[src/rtl/carry_select_pkg.sv]
// Shared types and helpers for the pipelined carry-select adder.
// Struct fields are sized for the largest supported geometry; the adder
// uses only the low BLK (or WIDTH) bits of each field.
package carry_select_pkg;

    // Upper bounds on the block and operand widths the shared types can carry.
    localparam int unsigned BLK_MAX   = 32;
    localparam int unsigned WIDTH_MAX = 128;

    // Stage-1 record for one block: results for carry-in 0 and carry-in 1.
    typedef struct packed {
        logic [BLK_MAX-1:0] sum0;
        logic [BLK_MAX-1:0] sum1;
        logic               c0;
        logic               c1;
    } s1_blk_t;

    // Stage-2 registered result.
    typedef struct packed {
        logic [WIDTH_MAX-1:0] sum;
        logic                 cout;
        logic                 ovf;
    } s2_res_t;

    // Number of carry-select blocks for a given operand and block width.
    function automatic int unsigned nblk(input int unsigned width, input int unsigned blk);
        return width / blk;
    endfunction

endpackage

[src/rtl/csa_block.sv]
// Combinational BLK-bit carry-select block: computes the block sum and
// carry-out for both possible carry-in values.
module csa_block
    import carry_select_pkg::*;
#(
    parameter int unsigned BLK = 4
) (
    input  logic [BLK-1:0] x,
    input  logic [BLK-1:0] y,
    output logic [BLK-1:0] sum0,
    output logic           c0,
    output logic [BLK-1:0] sum1,
    output logic           c1
);

    // Both speculative results are formed in parallel.
    always_comb begin
        {c0, sum0} = {1'b0, x} + {1'b0, y};
        {c1, sum1} = {1'b0, x} + {1'b0, y} + {{BLK{1'b0}}, 1'b1};
    end

endmodule

[src/rtl/carry_select_adder_pipe.sv]
// Two-stage pipelined carry-select adder with valid/ready on both sides.
// Stage 1 precomputes every block for both carry-in values; stage 2 walks the
// select chain and registers sum, cout and signed overflow.
// Optional feature macro: CSA_SUB_EN adds a `sub` port (b inverted in stage 1).
module carry_select_adder_pipe
    import carry_select_pkg::*;
#(
    parameter int unsigned WIDTH = 16,
    parameter int unsigned BLK   = 4
) (
    input  logic             clk,
    input  logic             rst_n,
    input  logic             in_valid,
    output logic             in_ready,
    input  logic [WIDTH-1:0] a,
    input  logic [WIDTH-1:0] b,
    input  logic             cin,
`ifdef CSA_SUB_EN
    input  logic             sub,
`endif
    output logic             out_valid,
    input  logic             out_ready,
    output logic [WIDTH-1:0] sum,
    output logic             cout,
    output logic             ovf
);

    localparam int unsigned NBLK = nblk(WIDTH, BLK);

    // Reject geometries the block split or the shared types cannot represent.
    if ((WIDTH % BLK) != 0 || BLK < 2 || BLK > WIDTH || BLK > BLK_MAX ||
        WIDTH > WIDTH_MAX) begin : g_bad_cfg
        $error("carry_select_adder_pipe: WIDTH must be a multiple of BLK, 2 <= BLK <= WIDTH");
    end

    // ------------------------------------------------------------------
    // Handshake
    // ------------------------------------------------------------------
    logic s1_valid;
    logic s2_valid;
    logic adv1;
    logic adv2;
    logic in_fire;

    assign adv2      = !s2_valid || out_ready;
    assign adv1      = !s1_valid || adv2;
    assign in_ready  = adv1;
    assign in_fire   = in_valid && in_ready;
    assign out_valid = s2_valid;

    // ------------------------------------------------------------------
    // Operand fold
    // ------------------------------------------------------------------
    logic [WIDTH-1:0] b_eff;

`ifdef CSA_SUB_EN
    assign b_eff = sub ? ~b : b;
`else
    assign b_eff = b;
`endif

    // ------------------------------------------------------------------
    // Stage 1 precompute
    // ------------------------------------------------------------------
    logic [BLK-1:0] blk0_sum;
    logic           blk0_c;
    s1_blk_t        blk_d [NBLK];

    // Block 0 sees the real carry-in, so it is resolved outright by a ripple.
    always_comb begin
        logic c;
        c        = cin;
        blk0_sum = '0;
        for (int i = 0; i < int'(BLK); i++) begin
            blk0_sum[i] = a[i] ^ b_eff[i] ^ c;
            c           = (a[i] & b_eff[i]) | (c & (a[i] ^ b_eff[i]));
        end
        blk0_c = c;
    end

    // Entry 0 carries the resolved block; its carry-in-1 half is never selected.
    assign blk_d[0] = '{sum0: BLK_MAX'(blk0_sum), sum1: '0, c0: blk0_c, c1: 1'b0};

    for (genvar k = 1; k < int'(NBLK); k++) begin : g_blk
        logic [BLK-1:0] sum_ci0;
        logic [BLK-1:0] sum_ci1;
        logic           cy_ci0;
        logic           cy_ci1;

        csa_block #(
            .BLK (BLK)
        ) u_csa (
            .x    (a[k*BLK +: BLK]),
            .y    (b_eff[k*BLK +: BLK]),
            .sum0 (sum_ci0),
            .c0   (cy_ci0),
            .sum1 (sum_ci1),
            .c1   (cy_ci1)
        );

        assign blk_d[k] = '{sum0: BLK_MAX'(sum_ci0), sum1: BLK_MAX'(sum_ci1),
                            c0: cy_ci0, c1: cy_ci1};
    end

    // ------------------------------------------------------------------
    // Stage 1 registers
    // ------------------------------------------------------------------
    s1_blk_t s1_blk [NBLK];
    logic    s1_msb_a;
    logic    s1_msb_b;

    // Stage-1 occupancy: refilled from the input whenever the stage may advance.
    always_ff @(posedge clk or negedge rst_n) begin
        if (!rst_n) begin
            s1_valid <= 1'b0;
        end else if (adv1) begin
            s1_valid <= in_valid;
        end
    end

    // Stage-1 payload loads only on an input transfer.
    always_ff @(posedge clk or negedge rst_n) begin
        if (!rst_n) begin
            for (int k = 0; k < int'(NBLK); k++) begin
                s1_blk[k] <= '0;
            end
            s1_msb_a <= 1'b0;
            s1_msb_b <= 1'b0;
        end else if (in_fire) begin
            s1_blk   <= blk_d;
            s1_msb_a <= a[WIDTH-1];
            s1_msb_b <= b_eff[WIDTH-1];
        end
    end

    // ------------------------------------------------------------------
    // Stage 2 select chain
    // ------------------------------------------------------------------
    s2_res_t s2_res_d;
    s2_res_t s2_q;

    // Each block's carry-out picks the next block's speculative result.
    always_comb begin
        logic carry;
        s2_res_d                = '0;
        s2_res_d.sum[BLK-1:0]   = s1_blk[0].sum0[BLK-1:0];
        carry                   = s1_blk[0].c0;
        for (int k = 1; k < int'(NBLK); k++) begin
            s2_res_d.sum[k*BLK +: BLK] = carry ? s1_blk[k].sum1[BLK-1:0]
                                               : s1_blk[k].sum0[BLK-1:0];
            carry = carry ? s1_blk[k].c1 : s1_blk[k].c0;
        end
        s2_res_d.cout = carry;
        s2_res_d.ovf  = (s1_msb_a == s1_msb_b) && (s2_res_d.sum[WIDTH-1] != s1_msb_a);
    end

    // ------------------------------------------------------------------
    // Stage 2 registers
    // ------------------------------------------------------------------

    // Stage-2 occupancy follows stage 1 whenever the consumer lets it move.
    always_ff @(posedge clk or negedge rst_n) begin
        if (!rst_n) begin
            s2_valid <= 1'b0;
        end else if (adv2) begin
            s2_valid <= s1_valid;
        end
    end

    // Stage-2 result loads only when a valid stage-1 beat moves forward.
    always_ff @(posedge clk or negedge rst_n) begin
        if (!rst_n) begin
            s2_q <= '0;
        end else if (s1_valid && adv2) begin
            s2_q <= s2_res_d;
        end
    end

    assign sum  = s2_q.sum[WIDTH-1:0];
    assign cout = s2_q.cout;
    assign ovf  = s2_q.ovf;

endmodule
[config.mk]
export PLATFORM = sky130hd
export DESIGN_NAME = carry_select_adder_pipe
export DESIGN_NICKNAME = d
export VERILOG_FILES = /design/src/rtl/carry_select_pkg.sv /design/src/rtl/csa_block.sv /design/src/rtl/carry_select_adder_pipe.sv
export SDC_FILE = /design/constraint.sdc
export NUM_CORES = 1
export LEC_CHECK = 0
export CAP_MARGIN = 20
export CORE_MARGIN = 2
export CORE_UTILIZATION = 56
export DETAILED_ROUTE_END_ITERATION = 10
export GPL_TIMING_DRIVEN = 1
export PLACE_DENSITY = 0.81
export REMOVE_ABC_BUFFERS = 1
export SLEW_MARGIN = 15
export SYNTH_ARGS = -nofsm -noshare
export SYNTH_HDL_FRONTEND = slang
export SYNTH_SLANG_ARGS = --single-unit
export TNS_END_PERCENT = 100
[constraint.sdc]
create_clock -name clk -period 4.55 [get_ports clk]
set_clock_uncertainty 0.05 [all_clocks]
set_input_delay 1.1375 -clock clk [delete_from_list [all_inputs] [get_ports clk]]
set_output_delay 1.1375 -clock clk [all_outputs]
set_load 0.005 [all_outputs]
* After elaboration in Yosys (flattened, before gate mapping)
Cells that the tools add are included.
** Storage, ports and cells
- Bits in registers :: 57
- Latch bits :: 0
- Bits in writable memories :: 0
- Memory bits (read-only) :: 0
- Memories :: 0
** Cells by class
- $add $sub $neg :: 6
- $mul :: 0
- Div/mod/pow operators :: 0
- Magnitude comparators :: 0
- Equal/unequal tests :: 2
- Shift operators :: 0
- Multiplexer cells :: 6
- Bitwise logic cells :: 20
- Reductions and logical operators :: 7
** Operators by type and width (count)
- adder 4 x 4 -> 5 bit :: 3
- adder 5 x 1 -> 5 bit, second input constant :: 3
- two-way mux 4 bit :: 3
- bitwise AND 1 bit :: 8
- bitwise XOR 1 bit :: 8
- bitwise OR 1 bit :: 4
- logical AND 1 bit :: 3
- two-way mux 1 bit :: 3
- zero test 1 bit :: 2
- logical OR 1 bit :: 2
- == test 1 bit :: 1
- inequality test 1 bit :: 1

* Depth between registers and ports, before layout
- Word-level depth :: 9
- Mapped depth :: 8

* Modules after synthesis
A second synthesis with hierarchy kept.
** Unflattened totals
- Cells, all modules :: 233
- Area total of the unflattened synthesis :: 2989.1 µm²
** By module, submodules not included
- carry_select_adder_pipe :: times used 1, cells an instance 173, area each 2403.6 µm², seq. area each 1426.4 µm²
- csa_block :: times used 3, cells an instance 20, area each 195.2 µm², seq. area each 0.0 µm²

* Worst setup path after synthesis
OpenSTA, ideal clock, no wires.
- Path kind :: input to register
- Start :: in a[0]
- End :: reg s1_blk[235] (netlist bit)
- Arrival time :: 2.716 ns
- Setup slack :: 1.701 ns
- Stages :: 8
- Cells stage by stage :: inv_1 > fa_1 > inv_1 > fa_1 > fa_1 > inv_1 > fa_1 > o21ai_0
** On the way
- Word-level cells in the longest chain between the ends :: 8
- Elaborated cells between the ends (all ways) :: 9
- Those cells by class :: bitwise: 9
** RTL lines
- start: declaration :: line carry_select_adder_pipe.sv:15 : input logic [WIDTH-1:0] a,
- bitwise XOR 1 bit :: line carry_select_adder_pipe.sv:76 : c = (a[i] & b_eff[i]) | (c & (a[i] ^ b_eff[i]));
- bitwise AND 1 bit :: line carry_select_adder_pipe.sv:76
- bitwise OR 1 bit (*) :: line carry_select_adder_pipe.sv:76
- bitwise AND 1 bit (*) :: line carry_select_adder_pipe.sv:76
- bitwise OR 1 bit (*) :: line carry_select_adder_pipe.sv:76
- bitwise AND 1 bit (*) :: line carry_select_adder_pipe.sv:76
- bitwise OR 1 bit (*) :: line carry_select_adder_pipe.sv:76
- bitwise XOR 1 bit (*) :: line carry_select_adder_pipe.sv:75 : blk0_sum[i] = a[i] ^ b_eff[i] ^ c;
- end signal: assignment :: line carry_select_adder_pipe.sv:130 : s1_blk <= blk_d;
- end: declaration :: line carry_select_adder_pipe.sv:108 : s1_blk_t s1_blk [NBLK];
Every way passes the cells marked *; elsewhere a longest branch is shown, timed or not.
A chain may end at the register's enable or synchronous reset.

* Final worst setup path
- Start :: in out_ready
- End :: out in_ready
** On the way
- Word-level cells in the longest chain between the ends :: 2
** RTL lines
- start: declaration :: line carry_select_adder_pipe.sv:22 : input logic out_ready,
- logical OR 1 bit :: line carry_select_adder_pipe.sv:45 : assign adv2 = !s2_valid || out_ready;
- logical OR 1 bit :: line carry_select_adder_pipe.sv:46 : assign adv1 = !s1_valid || adv2;
- end: declaration :: line carry_select_adder_pipe.sv:14 : output logic in_ready,
No other way between the ends.

==> qor.yml <==
synth:
  ys_seq_area_frac: 0.4835
  yosys.area.top_type: "dfrtp_1"
  syn-cell-area_sq_um: 2950
  synth.most_common_cell: "dfrtp_1"
  syn_inst: 252
  ys_warn_count: 0
  muxShareOfSynthArea: 0.1612
  synth_edf_count: 0
  ys_ff_latch: 57
  synth-xor-area-share: 0.03478
  synthSimpleGateAreaFrac: 0.08991
  synth.distinct_cells: 28
  synth-adder-area-share: 0.1111
  synth_compound_area_frac: 0.09203
  yosysTopAreaCellShare: 0.4835
  avgSynthCellArea_sq_um: 11.71
  synth_area_leaders: "dfrtp_1 48%, mux2_2 9.2%, ha_1 6.4%"
  synth_top_family_by_area: "multiplexers"
  synth_common_cells: "57 x dfrtp_1, 34 x nand2_1, 24 x mux2_2, 19 x o21ai_0, 16 x mux2i_1"
  postSynth.asyncResetShare: 1.000
  synth_ff_type: "dfrtp_1"
setup_path:
  cp_num_buf_inv: 2
  reg2reg_depth: 4
  crit_fanout: 3
  critical-path-max-stage-delay_ps: 520
  crit_cells: 3
  path_cells: "clkdlybuf4s50_1, nand3b_1, clkdlybuf4s50_1"
  cp-end-kind: "output port"
  cp_common_cell: "clkdlybuf4s50_1"
  worstPathArrival_ps: 2310
  crit_required_ps: 3360
  worst_path_max_delay_cell: "clkdlybuf4s50_1"
  worst-r2r-setup-slack_ps: 2530
  start_kind: "input port"
  crit_type: "in2out"
  crit_family: "buffers and inverters"
pwr:
  internal_power_mw: 1.174
  power_density_nw_per_um2: 433.6
  p_sw_uw: 460.3
  switching_share: 0.2817
  clkPwrFrac: 0.262
  total_power_mw: 1.634
  power_leakage_nw: 1.724
  p_seq_frac: 0.443
  power.share.combinational: 0.295
  max-vdd-ir-drop_mv: 0.2280
die:
  io_pins: 57
  core_area_sq_um: 5107
  die_height_microns: 76.59
  rows: 26
  initial_utilization: 0.5777
  die-area_sq_um: 5865
  die_x_microns: 76.59
drt:
  post_drt_via_cell_ratio: 5.231
  routed_wl_microns: 5415
  postRouteAntennaNets: 0
  drt_iter0_markers: 128
  wl_per_cell_microns: 14.03
  via_count: 2019
  drc: 0
  firstDrtPassIters: 4
hold_path:
  hold_path_class: "reg2reg"
  hold_depth: 2
clock_tree:
  htree_levels: 3
  clk_latency_ps: 330
  cts_setup_buffers: 0
  clkSinkCount: 57
  path_clk_slew_ps: 60
  cts_hold_buf: 0
  cts_buffers: 9
  cts_resized: 0
  clockBufferDepth: 2
  cts_tree: "done"
  cts_root_buf: "clkbuf_8"
global_route:
  grt_pass1_wl_microns: 9163
  met1_usage: 0.2496
  top_usage_layer: "met2"
  met2_usage: 0.3336
  grt_pass1_vias: 2098
  grt_max_degree: 56
  grt_usage: 0.1995
  grt_util_met3: 0.04147
  antenna_found_initial: 0
  overflow: 0
placement:
  hpwlAfterDp_microns: 3754
  dp.cells: 370
  port-buffer-count: 56
  gp_congestion: 0.7428
final_layout:
  nets: 371
  fillCellCount: 373
  drive_gt1_frac: 0.1392
  instances_no_fill: 386
  ff_latch_area_sq_um: 1426
  antenna_cells: 0
  area_growth_pct: 27.74
  final_util: 0.7379
  multi_input_area_sq_um: 1445
sta:
  period_share: 0.7682
  setup_viol: 0
  clock.fmax_mhz: 286.1
  rsz0062_at_grt: "no"
  worst_pin_slew_ps: 1004
  maxSlewViolCount: 0
  hold_viol_final: 0
  fin_crit_ps: 3495
  setup_tns_ps: 0
  slew_headroom: 0.3283
outcome:
  status: "complete, no violations"
job:
  drv_cap: 0
-- worst min-delay path, cell delays in order (launching register included) --
cell     delay, ps
dfrtp_1        340
nand2_1         40
o21ai_0         60
-- power by group through the flow --
stage | clock [mW] | sequential (mW) | combinational (mW)
CTS | 0.433 | 0.723 | 0.485
finish | 0.428 | 0.723 | 0.483
floorplan | 0 | 0.720 | 0.264
global placement | 0 | 0.723 | 0.466
detailed placement | 0 | 0.732 | 0.478
global route | 0.454 | 0.742 | 0.534
-- sequential cells by signal, summed over array words and instances (netlist names) --
| name | flops |
|---|---|
| cout | 1 |
| out_valid | 1 |
| ovf | 1 |
| s1_blk | 35 |
| s1_msb_a | 1 |
| s1_msb_b | 1 |
| s1_valid | 1 |
| sum | 16 |
-- cells in the final DEF (no fill, tap or decap), types with 2 or more instances in the layout --
| cell | netlist | final |
|---|---|---|
| a21o_1 | 3 | 3 |
| a21oi_1 | 9 | 9 |
| a22o_1 | 2 | 2 |
| and2_1 | 4 | 4 |
| and3_1 | 3 | 3 |
| clkbuf_8 | 0 | 12 |
| clkdlybuf4s50_1 | 0 | 55 |
| dfrtp_1 | 57 | 57 |
| fa_1 | 7 | 7 |
| ha_1 | 15 | 15 |
| inv_1 | 10 | 10 |
| mux2_2 | 24 | 24 |
| mux2i_1 | 16 | 16 |
| mux2i_4 | 2 | 2 |
| nand2_1 | 34 | 33 |
| nand2b_1 | 3 | 3 |
| nand3_1 | 6 | 6 |
| nor2_1 | 5 | 5 |
| nor4_1 | 3 | 3 |
| o21ai_0 | 19 | 19 |
| o21ai_1 | 4 | 4 |
| o31a_1 | 3 | 3 |
| o31ai_1 | 6 | 6 |
| xnor3_1 | 3 | 3 |
| xor2_1 | 3 | 3 |
-- routing by layer --
| metal | wire length [microns] | share of wire | up-vias |
|---|---|---|---|
| met2 | 2722 | 0.50 | 37 |
| li1 | - | - | 1001 |
| met4 | 128 | 0.024 | 0 |
| met5 | 0 | 0 | - |
| met1 | 2392 | 0.44 | 971 |
| met3 | 172 | 0.032 | 10 |
-- metrics by stage --
stage	hold WS (ps)	worst slack (ps)	instance area, sq um
2_1_floorplan	396.0	1673	2907
3_3_place_gp	410.5	1104	3560
3_5_place_dp	419.6	1066	3560
4_1_cts	433.4	1061	3741
5_1_grt	458.6	990.0	3769
6_report	428.2	1055	3769
-- cell type report --
cell class	instances	share of cell area
inverters	10	0.009960
multi-input cells	176	0.3835
clock buffers	13	0.04482
well taps	70	0.02324
repair buffers	58	0.1567
flip-flops and latches	57	0.3785
clock inverters	2	0.003320
-- cells by family after synthesis --
family          Yosys count
simple gates             59
flops                    57
compound gates           46
mux                      42
fa+ha+maj                22
buf+inv                  19
xor+xnor                  7
-- path summary, 6_finish.rpt --
path / startpoint / end
min in group asynchronous: rst_n / s1_blk[167]
worst min register to register: sum[11] / sum[11]
worst max register to register: s1_blk[199] / sum[13]
max in group asynchronous: rst_n / s1_blk[101]
worst max-delay path: out_ready / in_ready
worst min-delay path: sum[11] / sum[11]
(Power assumes the default switching activity.)
